`src/rtl/q16_16_reciprocal.sv`:
```
// q16_16_reciprocal: signed Q16.16 reciprocal (z_inv = 1/z) built on an
// iterative restoring divider that computes 2^32 / |z|. The sign is applied
// afterwards. z == 0 and |z| <= 2 LSB are resolved on accept and flagged.
module q16_16_reciprocal #(
   parameter int ITER_PER_CYCLE = 1
) (
   input  logic        i_clk,
   input  logic        i_rst,
   input  logic        i_in_valid,
   output logic        o_in_ready,
   input  logic [31:0] i_z,
   output logic        o_out_valid,
   input  logic        i_out_ready,
   output logic [31:0] o_z_inv,
   output logic        o_div_by_zero,
   output logic        o_overflow
);

   if (ITER_PER_CYCLE != 1 && ITER_PER_CYCLE != 2 && ITER_PER_CYCLE != 4) begin : g_bad_param
      $error("q16_16_reciprocal: ITER_PER_CYCLE must be 1, 2 or 4");
   end

   localparam int         N_CYC  = 32 / ITER_PER_CYCLE;
   localparam logic [4:0] LAST_C = 5'(N_CYC - 1);

   typedef enum logic [1:0] {S_IDLE, S_DIV, S_DONE} state_t;

   state_t      r_state;
   logic        r_sign;
   logic [32:0] r_mag;
   logic [33:0] r_rem;
   logic [31:0] r_quo;
   logic [4:0]  r_cnt;

   logic [32:0] w_mag_in;
   logic [33:0] w_rem_nxt;
   logic [31:0] w_quo_nxt;
   logic [31:0] w_res;

   // |z| held in 33 bits so that 0x80000000 maps to 2^31
   assign w_mag_in = i_z[31] ? (33'h1_0000_0000 - {1'b0, i_z}) : {1'b0, i_z};

   // Resolve ITER_PER_CYCLE quotient bits, MSB first. The numerator's low
   // 32 bits are zero, so each step shifts a zero into the partial remainder.
   always_comb begin
      w_rem_nxt = r_rem;
      w_quo_nxt = r_quo;
      for (int i = 0; i < ITER_PER_CYCLE; i++) begin
         w_rem_nxt = {w_rem_nxt[32:0], 1'b0};
         if (w_rem_nxt >= {1'b0, r_mag}) begin
            w_rem_nxt = w_rem_nxt - {1'b0, r_mag};
            w_quo_nxt = {w_quo_nxt[30:0], 1'b1};
         end else begin
            w_quo_nxt = {w_quo_nxt[30:0], 1'b0};
         end
      end
   end

   assign w_res = r_sign ? (~w_quo_nxt + 32'd1) : w_quo_nxt;

   // Control FSM with registered handshake and result outputs
   always_ff @(posedge i_clk) begin
      if (i_rst) begin
         r_state       <= S_IDLE;
         r_sign        <= 1'b0;
         r_mag         <= '0;
         r_rem         <= '0;
         r_quo         <= '0;
         r_cnt         <= '0;
         o_in_ready    <= 1'b1;
         o_out_valid   <= 1'b0;
         o_z_inv       <= '0;
         o_div_by_zero <= 1'b0;
         o_overflow    <= 1'b0;
      end else begin
         case (r_state)
            S_IDLE: begin
               if (i_in_valid && o_in_ready) begin
                  r_sign     <= i_z[31];
                  r_mag      <= w_mag_in;
                  o_in_ready <= 1'b0;
                  if (i_z == 32'd0) begin
                     r_state       <= S_DONE;
                     o_out_valid   <= 1'b1;
                     o_z_inv       <= 32'h7FFF_FFFF;
                     o_div_by_zero <= 1'b1;
                  end else if (w_mag_in <= 33'd2) begin
                     r_state     <= S_DONE;
                     o_out_valid <= 1'b1;
                     o_z_inv     <= i_z[31] ? 32'h8000_0000 : 32'h7FFF_FFFF;
                     o_overflow  <= 1'b1;
                  end else begin
                     // Numerator bit 32 is preloaded into the remainder:
                     // with |z| >= 3 that quotient bit is always 0.
                     r_state <= S_DIV;
                     r_rem   <= 34'd1;
                     r_quo   <= '0;
                     r_cnt   <= '0;
                  end
               end
            end
            S_DIV: begin
               r_rem <= w_rem_nxt;
               r_quo <= w_quo_nxt;
               r_cnt <= r_cnt + 5'd1;
               if (r_cnt == LAST_C) begin
                  r_state     <= S_DONE;
                  o_out_valid <= 1'b1;
                  o_z_inv     <= w_res;
               end
            end
            S_DONE: begin
               if (i_out_ready) begin
                  r_state       <= S_IDLE;
                  o_out_valid   <= 1'b0;
                  o_in_ready    <= 1'b1;
                  o_div_by_zero <= 1'b0;
                  o_overflow    <= 1'b0;
               end
            end
            default: begin
               r_state     <= S_IDLE;
               o_in_ready  <= 1'b1;
               o_out_valid <= 1'b0;
            end
         endcase
      end
   end

endmodule
```
`config.mk`:
```
export PLATFORM = sky130hd
export DESIGN_NAME = q16_16_reciprocal
export DESIGN_NICKNAME = d
export VERILOG_FILES = /design/src/rtl/q16_16_reciprocal.sv
export SDC_FILE = /design/constraint.sdc
export NUM_CORES = 1
export LEC_CHECK = 0
export BUFFER_PORTS_ARGS = -buffer_cell sky130_fd_sc_hd__buf_2
export CAP_MARGIN = 30
export CORE_UTILIZATION = 25
export DETAILED_ROUTE_END_ITERATION = 16
export PLACE_DENSITY = 0.4
export RECOVER_POWER = 100
export SYNTH_ARGS = -nofsm -noshare
export SYNTH_HDL_FRONTEND = slang
export SYNTH_SLANG_ARGS = --single-unit
```
`constraint.sdc`:
```
create_clock -name i_clk -period 10.73 [get_ports i_clk]
set_input_delay 0 -clock i_clk [delete_from_list [all_inputs] [get_ports i_clk]]
set_output_delay 0 -clock i_clk [all_outputs]
set_load 0.05 [all_outputs]
```
# After elaboration in Yosys (flattened, before gate mapping)
# Index checks and enable logic that the tools add are counted.
# totals
latchBits	0
reg_bits	141
ramBits	0
memories	0
in_bits	36
romBits	0
out_inout_bits	36
# classes
reduce_logical	13
n_mul	0
mux	43
bitwise_logic	2
n_shift	0
eq_ne	11
order_cmp	2
add_sub_neg	4
div	0
# ops
cell	count
$mux W32	6
$mux W33	5
$mux W31	3
$pmux W33 S2	1
$pmux W32 S2	1
$pmux W31 S2	1
$ge A34 B33 Y1	1
$le A33 B2 Y1 const B	1
$sub A33 B32 Y33 const A	1
$sub A33 B33 Y33	1
$add A32 B1 Y32 const B	1
$logic_not A32 Y1	1
$not A32 Y32	1
$reduce_and A4 Y1	4
$mux W5	3
$ne A2 B2 Y1 const B	7
$mux W1	12
$mux W2	5
$pmux W5 S2	1
$pmux W1 S3	2
$pmux W2 S3	1
$reduce_and A3 Y1	2
$add A5 B1 Y5 const B	1
$eq A5 B5 Y1 const B	1
10 further kinds	12

# Longest topological paths before layout
# Gate-level depths: netlist of run 1.
# depth
depth_word	7
ltp_mapped	19
mapped_depth_nobuf	16

# Least setup slack after synthesis of run 1
# No wires, ideal clock.
# synth_timing
kind	reg2reg
start	register r_mag[27]
end	register o_z_inv[28]
setup_ns	0.115
path_buffers	2
required_ns	10.615
arrival_time_ns	3.854
path_stages_with_launch	19
slack_ns	6.761
path_cell_list	dfxtp_1 inv_1 ha_1 a21o_1 a21o_1 a21o_1 a21o_1 a221oi_1 o221ai_1 clkbuf_1 inv_1 clkbuf_1 ha_1 nand4_1 nand2b_1 o41ai_1 xnor2_1 a21oi_1 nor2_1
# synth_between
elab_chain_cells	7
# synth_rtl
element	line	text
from (decl)	30	logic [32:0] r_mag;
from (signal assigned)	80	r_mag <= w_mag_in;
$ge A34 B33 Y1	50	if (w_rem_nxt >= {1'b0, r_mag}) begin
$mux W1	50	
$not A32 Y32	59	assign w_res = r_sign ? (~w_quo_nxt + 32'd1) : w_quo_nxt;
$add A32 B1 Y32	59	
$mux W32	59	
$mux W32	106	if (r_cnt == LAST_C) begin
$pmux W32 S2	76	case (r_state)
to (signal assigned)	90	o_z_inv <= i_z[31] ? 32'h8000_0000 : 32'h7FFF_FFFF;
to (signal assigned)	109	o_z_inv <= w_res;
to (decl)	14	output logic [31:0] o_z_inv,
# Every way passes these cells. The select of a mux whose other input is x is not followed.
# A chain may end at the register's enable or synchronous reset.

# Worst setup path after layout of run 1
# layout_timing
start	input port i_z[0]
end	register o_z_inv[0]
# layout_between
elab_chain_cells	5
# layout_rtl
element	line	text
from (decl)	11	input logic [31:0] i_z,
$sub A33 B32 Y33	41	assign w_mag_in = i_z[31] ? (33'h1_0000_0000 - {1'b0, i_z}) : {1'b0, i_z};
$mux W33	41	
$le A33 B2 Y1	87	end else if (w_mag_in <= 33'd2) begin
$ne A3 B3 Y1 (no line)	--	
$reduce_and A4 Y1 (no line)	--	
# Several ways; a longest one is shown, not always the timed one. The select of a mux whose other input is x is not followed.

==> key figures, run 1 <==
STA
  – Clock skew: 10.9 ps
  – RSZ-0062 raised after global routing: false
  – Final worst path period share: 54.7%
  – Post-route minimum period: 5870 ps
  – Slew Viols, Final: 92
  – Setup TNS: 0 ps
  – Relative slew slack: -75.6%
  – # setup viols final: 0
  – Measured slew at the worst slew-check pin: 2630 ps
  – Fmax: 0.170 GHz
  – Fin. Hold Viols: 0

Route
  – Via count: 7797
  – Residual DRC count: 0
  – Routed WL per cell: 16.6 um
  – Drt pass-1 iters: 5
  – Via/cell ratio: 4.90
  – DR iter-0 viols: 382
  – Post-Route WL: 26.3 mm
  – DRT antenna net count: 0

Yosys
  – FF+latch count, synth: 141
  – Cell Area, Synth: 8720 um^2
  – Mean post-synth cell area: 8.12 um^2
  – Syn nets: 1148
  – Synthesized instance count: 1074
  – Sequential element share of the synthesized area: 32.4%
  – Distinct cells, synth: 68
  – Syn. warnings: 0
  – Ys async rst share: 0%
  – EDFF count, synth: 0
  – Primary FF master, synth: dfxtp_1

Setup path
  – Setup crit end kind: register
  – Req. time, crit path: 11090 ps
  – Crit path buffers/inverters: 4
  – Cell repeated most along the worst path: clkbuf_1
  – Top delay family on crit path: simple AND/OR/NAND/NOR gates
  – Critical-path top delay cell: clkbuf_1
  – Crit path max fanout: 31
  – Max incr delay on CP: 1150 ps
  – Setup CP Type: in2reg
  – CP Launch Type: input port
  – Crit-path cells: dlygate4sd3_1 -> clkbuf_1 -> inv_1 -> ha_1 -> nor2b_1 -> nand4_1 -> o311a_1 -> a2111oi_0 -> o2111ai_1 -> nor4_1 -> o31ai_1 -> nor3_4 -> clkbuf_1 -> nor2_1 -> a211oi_1
  – Critical path data arrival time: 6230 ps

GRT
  – Gr usage total: 15.2%
  – Largest net degree at the start of global routing: 64
  – Initial antenna violation count: 0
  – Grt ovf: 0
  – Vias in the first global route: 7679
  – First-pass GRT wire length: 42.8 mm

Clock network
  – CTS Buf Count: 17
  – Resize count post-CTS: 0
  – CTS tree: done
  – CTS H-tree depth: 4
  – Worst-Skew Late Latency: 440 ps
  – Sink Count: 141
  – Clock-pin slew of the registers on the worst-case setup and hold paths: 70 ps
  – Max Root-Sink Buffers: 2
  – CTS Root Cell: clkbuf_16
  – # Post-CTS Setup Buffers: 0

Cells and area
  – Area growth from synthesis to final layout: 16.5%
  – Nets: 1197
  – Final Non-Filler Cells: 1590
  – Design area: 10200 um^2
  – Inserted Diodes: 0
  – Fin util: 29.5%
  – Layout cells sized above 1: 7.93%

Pwr
  – Maximum vdd drop: 0.248 mV
  – Pwr/cell area: 300 nW/um^2
  – Leakage: 4.13 nW
  – Tot Pwr: 3.04 mW

Floorplan
  – Die area: 35600 um^2
  – Core area: 34500 um^2
  – I/O pin total: 72
  – Initial Utilization: 25.3%
  – Die width: 189 um
  – FP Rows: 68
  – Die Ht: 189 um

Placement
  – Dpl cell area: 9470 um^2
  – Port buffer count: 71
  – Inst Count DP: 1544
  – Hpwl dp: 18.7 mm
  – Gpl congestion: 0.766

Run status
  – Failing checks: max-capacitance violations, max-slew violations
  – Outcome: finished with violations

Worst hold path
  – Hold WC Path Type: in2reg

Flow run
  – Maxcap violations: 2
-- cell usage in the layout (no fill, tap or decap), types with 37 or more instances in the layout --
| cell | count |
|---|---|
| dfxtp_1 | 141 |
| nor2_1 | 114 |
| o21ai_0 | 77 |
| nand2_1 | 75 |
| a21oi_1 | 63 |
| inv_1 | 50 |
| xor2_1 | 46 |
| a22o_1 | 40 |
| clkbuf_1 | 40 |
| xnor2_1 | 39 |
| ha_1 | 37 |
-- layer usage --
| layer | share of wire (%) | GRT usage (%) | vias to the layer above |
|---|---|---|---|
| met5 | 0 | 0 | - |
| met2 | 44 | 23.6 | 84 |
| li1 | - | - | 4008 |
| met4 | 0.84 | 4.06 | 0 |
| met1 | 53 | 21.9 | 3690 |
| met3 | 2.1 | 2.22 | 15 |
-- report_power, final --
group	total, mW	internal [mW]	switching [mW]
Combinational	1.73	0.669	1.06
Clock	0.633	0.371	0.263
Sequential	0.677	0.611	0.0665
Total	3.04	1.65	1.39
-- state kept, by name (all words and copies together) (netlist names) --
| register | flops |
|---|---|
| r_rem | 33 |
| o_in_ready | 1 |
| r_sign | 1 |
| o_z_inv | 32 |
| o_overflow | 1 |
| o_out_valid | 1 |
| r_mag | 33 |
| o_div_by_zero | 1 |
| r_state | 2 |
| r_cnt | 5 |
| r_quo | 31 |
-- stage by stage --
step / worst slack (ps) / hold WS [ps]
finish: 4860 / 16.5
CTS: 5890 / 5.64
detailed placement: 5930 / 303
global placement: 5890 / 312
floorplan: 6760 / 118
global route: 4180 / 27.2
-- cell families after synthesis --
family	count (synthesis)	synth area share, %
AO/OA/AOI/OAI	340	27.0
AND/OR/NAND/NOR	334	18.8
flip-flops	141	32.4
buffers and inverters	116	5.48
XOR/XNOR	85	8.54
adder cells (fa/ha/maj)	38	5.54
multiplexers	20	2.31
-- cells in the mapped netlist, types with 7 or more instances --
library cell  count  area (um^2)
nor2b_1           8         50.1
mux2i_1          19          190
a21o_1           23          173
dfxtp_1         141         2820
o31ai_1          26          195
nand3_1          12         60.1
nor2_1          116          435
nand4_1          17          106
xor2_1           46          403
or2_2             7         43.8
o21ai_0          55          275
ha_1             37          463
a211oi_1         32          240
nor3_1           27          135
nand2_1          75          282
nor4_1           10         62.6
o21ai_1          22          110
inv_1            50          188
and3_1            8         50.1
a22o_1           40          350
or4_1             8         60.1
nand2b_1          8         50.1
o211a_1          15          150
o41ai_1           7         61.3
clkbuf_1         49          184
a21oi_1          63          315
or3_1            15         93.8
xnor2_1          39          342
-- layout make-up --
| class | count | area (um^2) |
|---|---|---|
| clock buffer | 17 | 425 |
| clock inverter | 14 | 184 |
| fill | 3791 | 24300 |
| inverter | 51 | 191 |
| multi-input combinational | 817 | 5440 |
| sequential | 141 | 2820 |
| tap | 455 | 569 |
| timing repair buffer | 95 | 526 |
-- worst min-delay path: stages --
cell      delay [ps]
buf_2            150
xor2_1           170
a211oi_1          80
-- worst paths after layout --
path	startpoint	endpoint	slack [ps]	depth (start not counted)
hold reg to reg	r_mag[32]$_SDFFE_PP0P_	r_mag[32]$_SDFFE_PP0P_	460	2
setup / recovery	i_z[0]	o_z_inv[0]$_SDFFE_PP0P_	4860	15
hold / removal	i_z[30]	r_mag[30]$_SDFFE_PP0P_	20	3
setup reg to reg	r_mag[2]$_SDFFE_PP0P_	o_z_inv[28]$_SDFFE_PP0P_	6110	17
-- what timing repair did --
action	4_1_cts	5_1_grt
hold endpoints to repair	15	0
hold buffers	15	0
endpoints found under the setup margin	0	0
Note: power is estimated with default switching activity, not from simulation.
==> run 2, diff against run 1 <==
PLACE_DENSITY = 0.41   (was 0.4)
clock period = 5.08 ns   (was 10.73 ns; I/O delays follow)
==> key figures, run 2 (synthesis gave the netlist of run 1 again) <==
Clock network
  – CTS Root Cell: clkbuf_16
  – Max Root-Sink Buffers: 2 (unchanged)
  – Sink Count: 141 (unchanged)
  – CTS H-tree depth: 4 (unchanged)
  – CTS Buf Count: 17 (unchanged)
  – # Post-CTS Setup Buffers: 0 (unchanged)
  – Hold_buf cts: 14 (-1)
  – Resize count post-CTS: 0 (unchanged)
  – Clock-pin slew of the registers on the worst-case setup and hold paths: 60 ps (about the same)
  – CTS tree: done
  – Worst-Skew Late Latency: 440 ps (about the same)

Floorplan
  – FP Rows: 68 (unchanged)
  – Initial Utilization: 25.3% (unchanged)
  – Core area: 34500 um^2 (unchanged)
  – Die Ht: 189 um (unchanged)
  – Die area: 35600 um^2 (unchanged)
  – Die width: 189 um (unchanged)
  – I/O pin total: 72 (unchanged)

Worst hold path
  – WHS Endpoint: r_mag[13]$_SDFFE_PP0P_
  – Hold WC Path Type: in2reg
  – Hold depth: 3 (unchanged)
  – HP Start: i_z[13]

STA
  – Relative slew slack: -66.7% (+8.9 points)
  – Post-route minimum period: 4390 ps
  – Fin. Hold Viols: 0 (unchanged)
  – Slew Viols, Final: 60 (-35%)
  – Measured slew at the worst slew-check pin: 2500 ps (-133 ps)
  – Clock skew: 16.2 ps (+5.29 ps)
  – # setup viols final: 0 (unchanged)
  – Final worst path period share: 86.3%
  – Fmax: 0.228 GHz
  – Setup TNS: 0 ps (unchanged)
  – RSZ-0062 raised after global routing: false

Route
  – Drt pass-1 iters: 5 (unchanged)
  – DRT antenna net count: 0 (unchanged)
  – Post-Route WL: 25.8 mm (-2.2%)
  – Via/cell ratio: 4.89 (-0.19%)
  – Routed WL per cell: 16.1 um (-2.8%)
  – Via count: 7831 (+0.44%)
  – DR iter-0 viols: 395 (+3.4%)
  – Residual DRC count: 0 (unchanged)

Setup path
  – Reg-to-reg startpoint: r_mag[2]$_SDFFE_PP0P_
  – Worst R2R End: o_z_inv[28]$_SDFFE_PP0P_
  – Critical path data arrival time: 4730 ps (-1500 ps)
  – Setup crit end kind: register
  – CP Launch Type: input port
  – Crit path max fanout: 31 (unchanged)
  – Req. time, crit path: 5420 ps (-5670 ps)
  – R2r worst-path depth: 16 (-1)
  – Setup CP Type: in2reg
  – Reg2reg setup slack: 1150 ps (-4960 ps)

Pwr
  – Maximum vdd drop: 0.391 mV (+58%)
  – Switching Power: 2.93 mW (+110%)
  – Pwr/cell area: 623 nW/um^2 (+110%)
  – Pint: 3.46 mW (+110%)
  – Leakage: 4.19 nW (+1.4%)
  – Clk pwr share: 20.1% (-0.7 points)
  – Combinational share of power: 57.5% (+0.6 points)
  – Reg power frac: 22.4% (about the same)
  – Switching Share: 45.8% (+0.068 points)

Cells and area
  – Final Non-Filler Cells: 1600 (+0.63%)
  – Layout cells sized above 1: 9.00% (+1.1 points)
  – Inserted Diodes: 0 (unchanged)
  – Biggest regs: r_mag: 33 flops, r_rem: 33 flops, o_z_inv: 32 flops
  – Area growth from synthesis to final layout: 17.7%
  – Nets: 1206 (+0.75%)
  – Most common cell after layout, fill and taps aside: dfxtp_1
  – Commonest cells after routing, fill and taps aside: 141 x dfxtp_1, 114 x nor2_1, 77 x o21ai_0

Placement
  – Inst Count DP: 1554 (+0.65%)
  – Hpwl dp: 18.5 mm (-0.88%)
  – Port buffer count: 71 (unchanged)
  – Gpl congestion: 0.819 (+6.9%)

Run status
  – Failing checks: max-capacitance violations, max-slew violations
  – Outcome: finished with violations

GRT
  – Largest net degree at the start of global routing: 67 (+4.7%)
  – Gr usage total: 14.9% (-0.36 points)
  – Grt ovf: 0 (unchanged)
  – First-pass GRT wire length: 42.0 mm (-1.9%)
  – Initial antenna violation count: 0 (unchanged)
  – Vias in the first global route: 7439 (-3.1%)

Flow run
  – Maxcap violations: 1 (-1)
[run 2: cell count changes in the layout (fill, tap and decap cells not counted), sizes merged]
cell         delta
buf            +12
bufinv          -1
clkbuf          -1
clkinv          +1
clkinvlp        +2
dlygate4sd3     -1
inv             -2
[run 2: final cells by class]
type	count	area [um^2]
clock buffer	18	429
tap	455	569
multi-input combinational	817	5460
inverter	51	191
clock inverter	14	160
sequential	141	2820
timing repair buffer	104	633
fill	3747	24200
[run 2: power by group through the flow]
stage	logic [mW]	registers, mW	clock network, mW
after floorplan	2.73	1.54	0
after global placement	3.72	1.46	0
after detailed placement	3.71	1.46	0
after CTS	3.74	1.43	1.33
after global routing	4.12	1.46	1.38
final	3.68	1.43	1.28
[run 2: worst max-delay path: stages]
cell           delay, ps
dlygate4sd3_1        550
clkbuf_1             170
inv_1                100
ha_1                 230
nor2b_1              650
and4_1               430
nor3_1                60
or4_1                410
or4_1                590
nor4_4               500
o31ai_1              220
nor3_4               160
buf_4                360
nor2_1                70
a211oi_1             210
[run 2: stage by stage]
step                cell area [um^2]  power (mW)  setup WS [ps]  utilization (%)  hold WS (ps)
floorplan                       8720        4.27           1110                -           118
global placement                9530        5.18            941             27.7           312
finish                         10300        6.39            695             29.8          17.9
CTS                            10300        6.50            714             29.9          1.79
global route                   10300        6.96            402             29.8          24.6
detailed placement              9590        5.16            847             27.8           307
[run 2: how the worst max path moves through the flow]
stage,startpoint,end,slack [ps],cells past startpoint
after detailed placement,i_z[0],o_z_inv[0]$_SDFFE_PP0P_,850,14
after CTS,i_z[0],o_z_inv[0]$_SDFFE_PP0P_,710,15
after global routing,i_z[0],o_z_inv[0]$_SDFFE_PP0P_,400,15
final,i_z[0],o_z_inv[0]$_SDFFE_PP0P_,690,15
after floorplan,r_mag[27]$_SDFFE_PP0P_,o_z_inv[28]$_SDFFE_PP0P_,1110,18
after global placement,i_z[0],o_z_inv[0]$_SDFFE_PP0P_,940,14
[run 2: routing by layer]
layer  up-vias  GRT usage, %  wire, um
met5         -             0         0
met2       112          22.0     11000
li1       4043             -         -
met1      3660          22.1     13800
met4         0          3.91       291
met3        16          2.37       618
==> run 3, diff against run 2 <==
ABC_AREA = 1   (was not set)
==> key figures, run 3 <==
Run status
  – Outcome: finished with violations
  – Failing checks: max-capacitance violations, max-slew violations

Worst hold path
  – Hold WC Path Type: in2reg

Flow run
  – Maxcap violations: 2 (+1)

GRT
  – Gr usage total: 16.0% (+1.2 points)
  – Largest net degree at the start of global routing: 85 (+27%)
  – First-pass GRT wire length: 49.0 mm (+17%)
  – Vias in the first global route: 9008 (+21%)
  – Initial antenna violation count: 1 (+1)
  – Grt ovf: 0 (unchanged)

Yosys
  – Distinct cells, synth: 47 (-31%)
  – Mean post-synth cell area: 6.35 um^2 (-22%)
  – Most frequent cells after synthesis: 395 x nand2_1, 193 x inv_1, 179 x a21oi_1, 141 x dfxtp_1, 129 x nor2_1
  – Most common cell in the netlist: nand2_1
  – Sequential element share of the synthesized area: 29.4% (-3.0 points)
  – FF+latch count, synth: 141 (unchanged)
  – Cell Area, Synth: 9590 um^2 (+10%)
  – Primary FF master, synth: dfxtp_1
  – Largest area contributor in the netlist: dfxtp_1
  – Area contributors post-synth: dfxtp_1 29%, nand2_1 15%, a21oi_1 9.3%
  – Ys async rst share: 0% (unchanged)
  – Syn. warnings: 0 (unchanged)
  – Syn nets: 1584 (+38%)
  – Synthesized instance count: 1510 (+41%)
  – Synth top area share: 29.4% (-3.0 points)
  – EDFF count, synth: 0 (unchanged)

STA
  – Final hold slack: 0.0742 ps (-17.8 ps)
  – Slew Viols, Final: 95 (+58%)
  – Measured slew at the worst slew-check pin: 1670 ps (-827 ps)
  – # setup viols final: 0 (unchanged)
  – Setup TNS: 0 ps (unchanged)
  – Relative slew slack: -11.6% (+55 points)
  – Post-route minimum period: 4140 ps (-242 ps)
  – Fin. Hold Viols: 0 (unchanged)
  – RSZ-0062 raised after global routing: false
  – Final worst path period share: 81.6% (-4.8 points)
  – Fmax: 0.241 GHz (+5.8%)
  – Clock skew: 16.5 ps (+0.267 ps)

Cells and area
  – Layout cells sized above 1: 7.19% (-1.8 points)
  – # fillers: 4307 (+15%)
  – Area growth from synthesis to final layout: 14.1%
  – Biggest regs: r_mag: 33 flops, r_rem: 33 flops, o_z_inv: 32 flops
  – Nets: 1632 (+35%)
  – Most common cell after layout, fill and taps aside: nand2_1
  – Commonest cells after routing, fill and taps aside: 395 x nand2_1, 194 x inv_1, 187 x a21oi_1
  – Final Non-Filler Cells: 2083 (+30%)

Clock network
  – CTS Buf Count: 17 (unchanged)
  – Max Root-Sink Buffers: 2 (unchanged)
  – Sink Count: 141 (unchanged)
  – CTS H-tree depth: 4 (unchanged)
  – # Post-CTS Setup Buffers: 0 (unchanged)
  – Worst-Skew Late Latency: 450 ps (about the same)
  – CTS Root Cell: clkbuf_16
  – CTS tree: done
  – Resize count post-CTS: 0 (unchanged)
  – Clock-pin slew of the registers on the worst-case setup and hold paths: 60 ps (about the same)
  – Hold_buf cts: 10 (-4)

Floorplan
  – Die area: 39200 um^2 (+9.9%)
  – I/O pin total: 72 (unchanged)
  – Core area: 37800 um^2 (+9.6%)
  – FP Rows: 71 (+4.4%)
  – Die width: 198 um (+4.9%)
  – Initial Utilization: 25.4% (+0.11 points)
  – Die Ht: 198 um (+4.9%)

Route
  – Via count: 9347 (+19%)
  – Routed WL per cell: 14.5 um (-10%)
  – Post-Route WL: 30.2 mm (+17%)
  – DR iter-0 viols: 410 (+3.8%)
  – Residual DRC count: 0 (unchanged)
  – Drt pass-1 iters: 7 (+2)
  – DRT antenna net count: 0 (unchanged)
  – Via/cell ratio: 4.49 (-8.3%)

Setup path
  – Req. time, crit path: 5450 ps (+30 ps)
  – Critical path data arrival time: 4510 ps (-220 ps)
  – Setup crit end kind: register
  – Setup CP Type: in2reg
  – CP Launch Type: input port
  – Max incr delay on CP: 1220 ps (+570 ps)
  – Crit path max fanout: 59 (+90%)
  – Cell repeated most along the worst path: nand2_1
  – Crit-path cells: dlygate4sd3_1 -> buf_2 -> inv_1 -> ha_1 -> nand3_1 -> nor2_1 -> nand2_1 -> nand2_1 -> nand2_1 -> clkinv_1 -> nand2_1 -> nand2_1 -> nand2_1 -> nor2_1 -> nand3_2 -> nor2_1 -> nand2_1 -> nand3b_1 -> clkbuf_2 -> nand2_1 -> a21oi_1
  – Critical-path top delay cell: clkbuf_2

Placement
  – Gpl congestion: 0.853 (+4.2%)
  – Port buffer count: 71 (unchanged)
  – Hpwl dp: 22.0 mm (+19%)
  – Inst Count DP: 2039 (+31%)
run 3: cell types whose count changed in the layout (fill, tap and decap cells not counted), sizes merged, moves of 32 or more:
| cell | previous run | this run |
|---|---|---|
| o211ai | 4 | 36 |
| a21oi | 63 | 188 |
| a22o | 40 | 0 |
| nand3 | 12 | 87 |
| nand2 | 75 | 409 |
| inv | 54 | 206 |
run 3: critical path: cells and delay by family:
| kind | cells | cell delay [ps] |
|---|---|---|
| simple gates | 14 | 1930 |
| compound gates | 1 | 180 |
| fa+ha+maj | 1 | 240 |
| buf+inv | 5 | 2060 |
run 3: metal layers:
| metal | track usage [%] | share of wire [%] | up-vias |
|---|---|---|---|
| met1 | 22.4 | 53 | 4202 |
| met5 | 0 | 0 | - |
| li1 | - | - | 5017 |
| met3 | 2.25 | 1.9 | 25 |
| met2 | 25.6 | 44 | 103 |
| met4 | 4.22 | 1.3 | 0 |
run 3: final timing paths:
kind,end,cells after the start,from,slack (ps)
max,r_rem[7]$_SDFFE_PP0P_,21,i_z[0],940
min,r_mag[21]$_SDFFE_PP0P_,5,i_z[21],0.07
max reg2reg,o_z_inv[29]$_SDFFE_PP0P_,17,r_mag[2]$_SDFFE_PP0P_,1200
min reg2reg,r_mag[32]$_SDFFE_PP0P_,2,r_mag[32]$_SDFFE_PP0P_,460
run 3: metrics by stage:
step / util [%] / setup WS [ps] / cell area, um^2
3_5_place_dp: 27.5 / 1330 / 10400
4_1_cts: 29.3 / 1300 / 11100
6_report: 29.0 / 937 / 10900
3_3_place_gp: 27.3 / 1440 / 10300
5_1_grt: 29.0 / 423 / 10900
2_1_floorplan: - / 1880 / 9590
run 3: final cells by class:
cell class                      count  area (um^2)  share of cell area (%)
Antenna cell                        1         2.50                  0.0229
Clock buffer                       18          429                    3.92
Clock inverter                     14          151                    1.38
Inverter                          199          747                    6.82
Multi-Input combinational cell   1111         5660                    51.7
Sequential cell                   141         2820                    25.8
Tap cell                          511          639                    5.84
Timing Repair Buffer               88          497                    4.54
run 3: cell families after synthesis:
group,after synthesis,share of synthesized area [%]
and+or+nand+nor,700,31.4
xor gates and xnor gates,38,3.47
adders and majority gates,38,5.03
AOI/OAI and AO/OA,335,19.7
buffers and inverters,258,11.0
DFF,141,29.4
Power of run 3 is not shown: default switching activity piles up to over one toggle a cycle in this logic, so the estimate is an artifact.
